`config.mk`:
```
export PLATFORM = sky130hd
export DESIGN_NAME = dat_pacer_fifo_flat
export DESIGN_NICKNAME = d
export VERILOG_FILES = /design/src/rtl/dat_pacer_fifo_if.sv /design/src/rtl/dat_pacer_fifo.sv /design/src/flat_wrapper.sv
export SDC_FILE = /design/constraint.sdc
export NUM_CORES = 1
export LEC_CHECK = 0
export CORE_ASPECT_RATIO = 1.75
export CORE_UTILIZATION = 41
export CTS_BUF_LIST = sky130_fd_sc_hd__clkbuf_16
export DETAILED_ROUTE_END_ITERATION = 7
export GPL_ROUTABILITY_DRIVEN = 0
export MAX_ROUTING_LAYER = met4
export PLACE_DENSITY_LB_ADDON = 0.12
export SETUP_SLACK_MARGIN = 0.05
export SYNTH_ARGS = -nofsm -noshare
export SYNTH_HDL_FRONTEND = slang
export SYNTH_SLANG_ARGS = --single-unit
```
`constraint.sdc`:
```
create_clock -name clk -period 3.92 [get_ports clk]
set_clock_uncertainty 0.15 [all_clocks]
set_input_delay 0.588 -clock clk [delete_from_list [all_inputs] [get_ports clk]]
set_output_delay 0.588 -clock clk [all_outputs]
set_load 0.05 [all_outputs]
```
`src/rtl/dat_pacer_fifo_if.sv`:
```
`default_nettype none
// ============================================================================
// Module   : dat_pacer_fifo_if
// Brief    : Source-side valid/ready and paced output bundle for dat_pacer_fifo.
// Revision : 1.0
// ============================================================================
interface dat_pacer_fifo_if #(
    parameter int DW    = 8,
    parameter int DEPTH = 16
);
    localparam int c_lw = $clog2(DEPTH) + 1;

    logic            s_vld;
    logic [DW-1:0]   s_dat;
    logic            s_rdy;
    logic            vld;
    logic [DW-1:0]   dat_o;
    logic [c_lw-1:0] level;

    modport master (
        output s_vld, s_dat,
        input  s_rdy, vld, dat_o, level
    );

    modport slave (
        input  s_vld, s_dat,
        output s_rdy, vld, dat_o, level
    );
endinterface
`default_nettype wire

```
`src/rtl/dat_pacer_fifo.sv`:
```
`default_nettype none
// ============================================================================
// Module   : dat_pacer_fifo
// Brief    : FIFO fed by a valid/ready source, drained as a paced vld/dat stream.
// Revision : 1.0
// ============================================================================
module dat_pacer_fifo #(
    parameter int DW    = 8,
    parameter int DEPTH = 16,
    parameter int GAP   = 0
) (
    input  logic             clk,
    input  logic             rst,
    dat_pacer_fifo_if.slave  bus
);
    localparam int             c_aw    = $clog2(DEPTH);
    localparam int             c_lw    = c_aw + 1;
    localparam logic [c_lw-1:0] c_depth = c_lw'(DEPTH);
    localparam logic [c_lw-1:0] c_one   = c_lw'(1);
    localparam logic [7:0]      c_gap   = 8'(GAP);

    logic [DW-1:0]   r_mem [DEPTH];
    logic [c_aw-1:0] r_wr_ptr;
    logic [c_aw-1:0] r_rd_ptr;
    logic [c_lw-1:0] r_level;
    logic [7:0]      r_gap_cnt;
    logic            r_rdy;
    logic            r_vld;
    logic [DW-1:0]   r_dat;

    logic            w_write;
    logic            w_pop;
    logic [c_lw-1:0] w_level_nxt;

    // Pop decision uses only the pre-edge level, so a word landing in an
    // empty FIFO is never popped on its own write edge.
    always_comb begin
        w_write     = bus.s_vld & r_rdy;
        w_pop       = (r_level != '0) && (r_gap_cnt == 8'd0);
        w_level_nxt = r_level;
        case ({w_write, w_pop})
            2'b10:   w_level_nxt = r_level + c_one;
            2'b01:   w_level_nxt = r_level - c_one;
            default: w_level_nxt = r_level;
        endcase
    end

    // Storage is not reset; pointers and level make stale words unreachable.
    always_ff @(posedge clk) begin
        if (!rst && w_write) begin
            r_mem[r_wr_ptr] <= bus.s_dat;
        end
    end

    always_ff @(posedge clk) begin
        if (rst) begin
            r_wr_ptr  <= '0;
            r_rd_ptr  <= '0;
            r_level   <= '0;
            r_gap_cnt <= 8'd0;
            r_rdy     <= 1'b0;
            r_vld     <= 1'b0;
            r_dat     <= '0;
        end else begin
            r_level <= w_level_nxt;
            r_rdy   <= (w_level_nxt < c_depth);
            if (w_write) begin
                r_wr_ptr <= r_wr_ptr + 1'b1;
            end
            if (w_pop) begin
                r_rd_ptr  <= r_rd_ptr + 1'b1;
                r_dat     <= r_mem[r_rd_ptr];
                r_vld     <= 1'b1;
                r_gap_cnt <= c_gap;
            end else begin
                r_vld <= 1'b0;
                if (r_gap_cnt != 8'd0) begin
                    r_gap_cnt <= r_gap_cnt - 8'd1;
                end
            end
        end
    end

    assign bus.s_rdy = r_rdy;
    assign bus.vld   = r_vld;
    assign bus.dat_o = r_dat;
    assign bus.level = r_level;

endmodule
`default_nettype wire

```
`src/flat_wrapper.sv`:
```
// flat-port wrapper written by rule: the top's interface ports become plain ports
module dat_pacer_fifo_flat 
#(
    parameter int DW    = 8,
    parameter int DEPTH = 16,
    parameter int GAP   = 0
)
  (clk, rst, bus_s_vld, bus_s_dat, bus_s_rdy, bus_vld, bus_dat_o, bus_level);
  dat_pacer_fifo_if #(.DW(DW), .DEPTH(DEPTH)) bus_i ();
  input  logic clk;
  input  logic rst;
  input wire logic [$bits(bus_i.s_vld)-1:0] bus_s_vld;
  input wire logic [$bits(bus_i.s_dat)-1:0] bus_s_dat;
  output wire logic [$bits(bus_i.s_rdy)-1:0] bus_s_rdy;
  output wire logic [$bits(bus_i.vld)-1:0] bus_vld;
  output wire logic [$bits(bus_i.dat_o)-1:0] bus_dat_o;
  output wire logic [$bits(bus_i.level)-1:0] bus_level;
  assign bus_i.s_vld = bus_s_vld;
  assign bus_i.s_dat = bus_s_dat;
  assign bus_s_rdy = bus_i.s_rdy;
  assign bus_vld = bus_i.vld;
  assign bus_dat_o = bus_i.dat_o;
  assign bus_level = bus_i.level;
  dat_pacer_fifo #(.DW(DW), .DEPTH(DEPTH), .GAP(GAP)) u_core (.clk(clk), .rst(rst), .bus(bus_i));
endmodule
```
# Yosys cells after proc, flatten, opt, wreduce, memory -nomap -nowiden
# Memories as Yosys holds them, arrays and structs flattened. A register that Yosys moved wholly into a read port is not among the register bits.
# Cells that the tools add are included.
dict set report totals {
  regBits 23
  ramBits 128
  out_inout_bits 15
  elab_cells 27
  mem_count 1
}
# memory depth width read_ports rd_ports_with_merged_regs wr line
set mem_list {}
lappend mem_list {u_core.r_mem 16 8 1 1 1 dat_pacer_fifo.sv:22} ;# logic [DW-1:0] r_mem [DEPTH];
dict set report op_classes {
  add_sub_neg 5
  magnitude_cmp 1
  n_eq_ne 2
  muxes 4
  bitwise_logic 1
  reduce_logical 7
}
# cell count
set ops {}
lappend ops {{case mux 5 bit (2 select lines)} 1}
lappend ops {{adder 4 x 1 -> 4 bit, second input constant} 2}
lappend ops {{zero test 8 bit} 1}
lappend ops {{nonzero test 8 bit} 1}
lappend ops {{subtractor 8 x 1 -> 8 bit, second input constant} 1}
lappend ops {{adder 5 x 1 -> 5 bit, second input constant} 1}
lappend ops {{< comparator 5 bit, second input constant} 1}
lappend ops {{nonzero test 5 bit} 1}
lappend ops {{subtractor 5 x 1 -> 5 bit, second input constant} 1}
lappend ops {{2-to-1 mux 1 bit} 3}
lappend ops {{equality test 2 x 1 -> 1 bit, second input constant} 1}
lappend ops {{equality test 2 bit, second input constant} 1}
lappend ops {{logical AND 1 bit} 2}
lappend ops {{OR reduction 2 bit} 1}
lappend ops {{AND 1 bit} 1}
lappend ops {{zero test 1 bit} 1}

# Depth between registers and ports, before layout
dict set report logic_depth {
  depth_word 5
  ltp_mapped 12
  depth_no_buf 10
}

# Worst setup path before layout
# No wires, ideal clock.
dict set report synth_path {
  path_kind {reg2reg}
  startpoint {register u_core.r_level[3] (netlist: u_core.bus.level[3])}
  endpoint {register u_core.r_rdy (netlist: u_core.bus.s_rdy)}
  arrival_time_ps 2817
  required_ps 3649
  setup_slack_ps 832
  path_stages_with_launch 12
  n_path_buf 2
  period_less_slack_ps 3088
  cell_sequence {dfxtp_1 -> nor3_1 -> and2_1 -> clkbuf_1 -> buf_4 -> nor2_1 -> ha_1 -> fa_1 -> a21o_1 -> a21oi_1 -> mux2_2 -> mux2i_1}
}
dict set report synth_via {
  elab_chain_cells 5
}
# item line
set synth_rtl {}
lappend synth_rtl {{start, declared} dat_pacer_fifo.sv:25} ;# logic [c_lw-1:0] r_level;
lappend synth_rtl {{start signal, assigned} dat_pacer_fifo.sv:65} ;# r_level <= w_level_nxt;
lappend synth_rtl {{nonzero test 5 bit *} dat_pacer_fifo.sv:39} ;# w_pop = (r_level != '0) && (r_gap_cnt == 8'd0);
lappend synth_rtl {{logical AND 1 bit *} dat_pacer_fifo.sv:39}
lappend synth_rtl {{via u_core.w_pop} dat_pacer_fifo.sv:32} ;# logic w_pop;
lappend synth_rtl {{equality test 2 x 1 -> 1 bit or equality test 2 bit (tied branches)} dat_pacer_fifo.sv:41} ;# case ({w_write, w_pop})
lappend synth_rtl {{case mux 5 bit (2 select lines) *} dat_pacer_fifo.sv:41}
lappend synth_rtl {{< comparator 5 bit *} dat_pacer_fifo.sv:66} ;# r_rdy <= (w_level_nxt < c_depth);
lappend synth_rtl {{end signal, assigned} dat_pacer_fifo.sv:66}
lappend synth_rtl {{end, declared} dat_pacer_fifo.sv:27} ;# logic r_rdy;
# The timed path passes the listed nets; every way through them passes the cells marked *.
# A chain may end at the register's enable or synchronous reset.

# Worst setup path in the final report
dict set report layout_path {
  startpoint {register u_core.r_gap_cnt[0]}
  endpoint {register u_core.r_rdy (netlist: u_core.bus.s_rdy)}
}
dict set report layout_via {
  elab_chain_cells 5
}
# item line
set layout_rtl {}
lappend layout_rtl {{start, declared} dat_pacer_fifo.sv:26} ;# logic [7:0] r_gap_cnt;
lappend layout_rtl {{start signal, assigned} dat_pacer_fifo.sv:74} ;# r_gap_cnt <= c_gap;
lappend layout_rtl {{start signal, assigned} dat_pacer_fifo.sv:78} ;# r_gap_cnt <= r_gap_cnt - 8'd1;
lappend layout_rtl {{zero test 8 bit *} dat_pacer_fifo.sv:39}
lappend layout_rtl {{logical AND 1 bit *} dat_pacer_fifo.sv:39}
lappend layout_rtl {{via u_core.w_pop} dat_pacer_fifo.sv:32}
lappend layout_rtl {{equality test 2 x 1 -> 1 bit or equality test 2 bit (tied branches)} dat_pacer_fifo.sv:41}
lappend layout_rtl {{case mux 5 bit (2 select lines) *} dat_pacer_fifo.sv:41}
lappend layout_rtl {{< comparator 5 bit *} dat_pacer_fifo.sv:66}
# Marks and branches as above.

==> summary.txt <==
Outcome
  – Status: finished clean

Synth
  – Synthesized area: 6400 um2
  – Sequential fraction of the synthesis area: roughly 70%
  – Primary FF master, synth: edfxtp_1
  – Share of the synthesized area in the top cell type: roughly three fifths
  – Synth Instances: about 380
  – Yosys cell types: 36
  – YS warnings: 0
  – EDFF count, synth: approximately 130
  – Avg Inst Size Synth: ~17 um2
  – Area leader, netlist: edfxtp_1
  – Main area contributors after synthesis: edfxtp_1, mux4_2, dfxtp_1
  – Synthesized net count: between 400 and 500
  – FFs w/ async S/R, synth: 0%
  – #FFs+latches synth: 159

Floorplanning
  – Die Y: approximately 170 um
  – Core area: around 15000 um2
  – Total die area: 16100 um2
  – Chip Width: ~96 um
  – Starting Density: 41.8%
  – Std-Cell Rows: 60
  – IO Pins: 26

Detailed routing
  – Drt wl/cell: 21.4 um
  – DRT antenna net count: 0
  – Pre-antenna DRT Iters: 4
  – Final wirelength: between 10 and 15 mm
  – Met1 WL: between 5 and 6 mm
  – Metal3 WL: 458 um
  – WL met2: approximately 7.4 mm
  – Residual DRC count: 0
  – Starting DRC count in detailed routing: 206
  – Via density: roughly 5.5
  – Routed via count: between 3000 and 4000
  – Top layer in use: met4

Pwr
  – Peak VDD IR: around 270 uV
  – Static Leak: 2.44 nW
  – Power per Cell Area: about 570 nW/um2

Timing
  – Slew headroom: between 30 and 40%
  – Slew @ Worst Pin: between 900 and 1000 ps
  – Setup TNS: 0 ps
  – Final Cycle Share: roughly three quarters
  – Setup repair after global routing missed its margin: no
  – Max-slew violation count: 0
  – Achievable frequency: around 0.34 GHz
  – Final setup fails: 0
  – Final Hold Fails: 0
  – Min Tclk post-route: between 2000 and 3000 ps

Setup path
  – Critical Path Fanout Max: 21
  – Required @ worst endpoint: between 4000 and 5000 ps
  – Worst Path Arrival: 3070 ps
  – CP Class: reg2reg
  – Crit path capture type: flop
  – Crit path launch type: flop

Layout
  – P&R area growth vs syn: 17.3%
  – Non-filler instance count after layout: between 600 and 700
  – Final nets: between 400 and 500
  – Layout cell share with drive strength beyond 1: just over 20%
  – Antenna cells: 0

CTS
  – TritonCTS buffer count: 17
  – Worst-Skew Late Latency: 420 ps
  – Cts repair resizes: 0
  – CTS Root Cell: clkbuf_16
  – Clk buf depth: 2
  – Post-CTS Setup Repair Bufs: 0
  – Clock transition at path regs: around 70 ps
  – Htree depth: 4
  – Clk sinks: about 160
  – Hold_buf cts: 0
  – CTS tree: yes

Place
  – Buffers added on ports: 25
  – DP HPWL: around 8.4 mm
  – Placed cells: 589

Hold path
  – Min-delay worst type: reg2reg

Global route
  – Vias in the first global route: between 3000 and 4000
  – Total gr overflow: 0
  – Initial antenna violation count: 0
  – GRT Util Overall: a little under a fifth
  – First-pass GRT wire length: 20.4 mm
  – Largest net degree at the start of global routing: 36

Flow run
  – Max cap viols: 0
==> where the power goes <==
part,total [mW],switching (mW),internal (mW)
clock network,1.54,0.708,0.832
logic,0.776,0.480,0.296
registers,1.98,0.0851,1.90
total,4.30,1.27,3.02
==> through the flow <==
stage	power [mW]	setup slack [ps]	utilization (%)	cell area (um2)	hold slack, ps
CTS	4.35	1000	49.0	7510	350
floorplan	2.56	832	-	6400	310
global placement	2.79	886	45.4	6960	320
detailed placement	2.81	821	45.4	6960	334
finish	4.30	1010	49.0	7510	349
global route	4.49	787	49.0	7510	374
==> sequential cells by signal (all words and copies together), names as in the netlist, named ones only <==
| signal | cells |
|---|---|
| u_core.r_wr_ptr | 4 |
| u_core.bus.vld | 1 |
| u_core.bus.s_rdy | 1 |
| u_core.bus.dat_o | 8 |
| u_core.r_gap_cnt | 8 |
| u_core.r_mem | 128 |
| u_core.bus.level | 4 |
| u_core.r_rd_ptr | 4 |
==> cells in the final DEF (no fill, tap or decap), types with 11 or more instances in the layout <==
cell / count
edfxtp_1: 128
mux4_2: 32
nor2_1: 30
dfxtp_1: 30
clkdlybuf4s50_1: 25
buf_4: 20
mux2i_1: 19
clkbuf_16: 17
a21oi_1: 12
nand2_1: 11
ha_1: 11
==> area by class of cell <==
class | count | area, um2
clock inverters | 15 | 126
fillers | 1314 | 7800
clock buffers | 17 | 425
multi-input cells | 193 | 1820
well taps | 186 | 233
inverters | 5 | 18.8
repair buffers | 46 | 420
flip-flops and latches | 159 | 4470
==> path summary, 6_finish.rpt <==
| check | startpoint | end | slack [ps] | depth (start not counted) |
|---|---|---|---|---|
| hold reg to reg | u_core.r_rd_ptr[3] | u_core.r_rd_ptr[3] | 350 | 2 |
| setup / recovery | u_core.r_gap_cnt[0] | u_core.bus.s_rdy | 1010 | 11 |
| hold / removal | u_core.r_rd_ptr[3] | u_core.r_rd_ptr[3] | 350 | 2 |
| setup reg to reg | u_core.r_gap_cnt[0] | u_core.bus.s_rdy | 1010 | 11 |
==> synthesized netlist by cell type (all sizes together), types with 3 or more instances <==
library cell,n
or4,4
o21ai,11
nor3,6
xnor2,5
mux4,32
a21oi,12
nand2b,5
inv,5
nand2,11
nand3,8
dfxtp,31
o221ai,8
nor2b,6
o31ai,4
xor2,5
ha,11
clkbuf,9
nor2,30
mux2i,19
edfxtp,128
and2b,3
buf,12
==> layer usage <==
metal	vias to the layer above	GRT usage, %
met4	0	5.69
met2	74	32.5
met3	13	4.04
li1	1560	-
met5	-	-
met1	1738	21.0
==> kinds of logic (layout without fill, tap and decap cells) <==
| kind of cell | count (synthesis) | after routing | share of synthesized area, % |
|---|---|---|---|
| flip-flops | 159 | 159 | 69.7 |
| AND/OR/NAND/NOR | 82 | 82 | 6.62 |
| multiplexers | 52 | 52 | 14.4 |
| AO/OA/AOI/OAI | 37 | 37 | 3.59 |
| buffers and inverters | 26 | 83 | 1.86 |
| adder cells (fa/ha/maj) | 12 | 12 | 2.46 |
| XOR/XNOR | 10 | 10 | 1.37 |
==> critical path, cell delays in order (launching register included) <==
cell and delay, ps:
dfxtp_1 390, inv_1 100, ha_1 210, nand3_1 70, buf_4 240, nor2_1 90, ha_1 290, fa_1 440
a21o_1 180, a21oi_1 150, mux2_2 370, mux2i_1 120
Power figures use the tool's default switching activity.
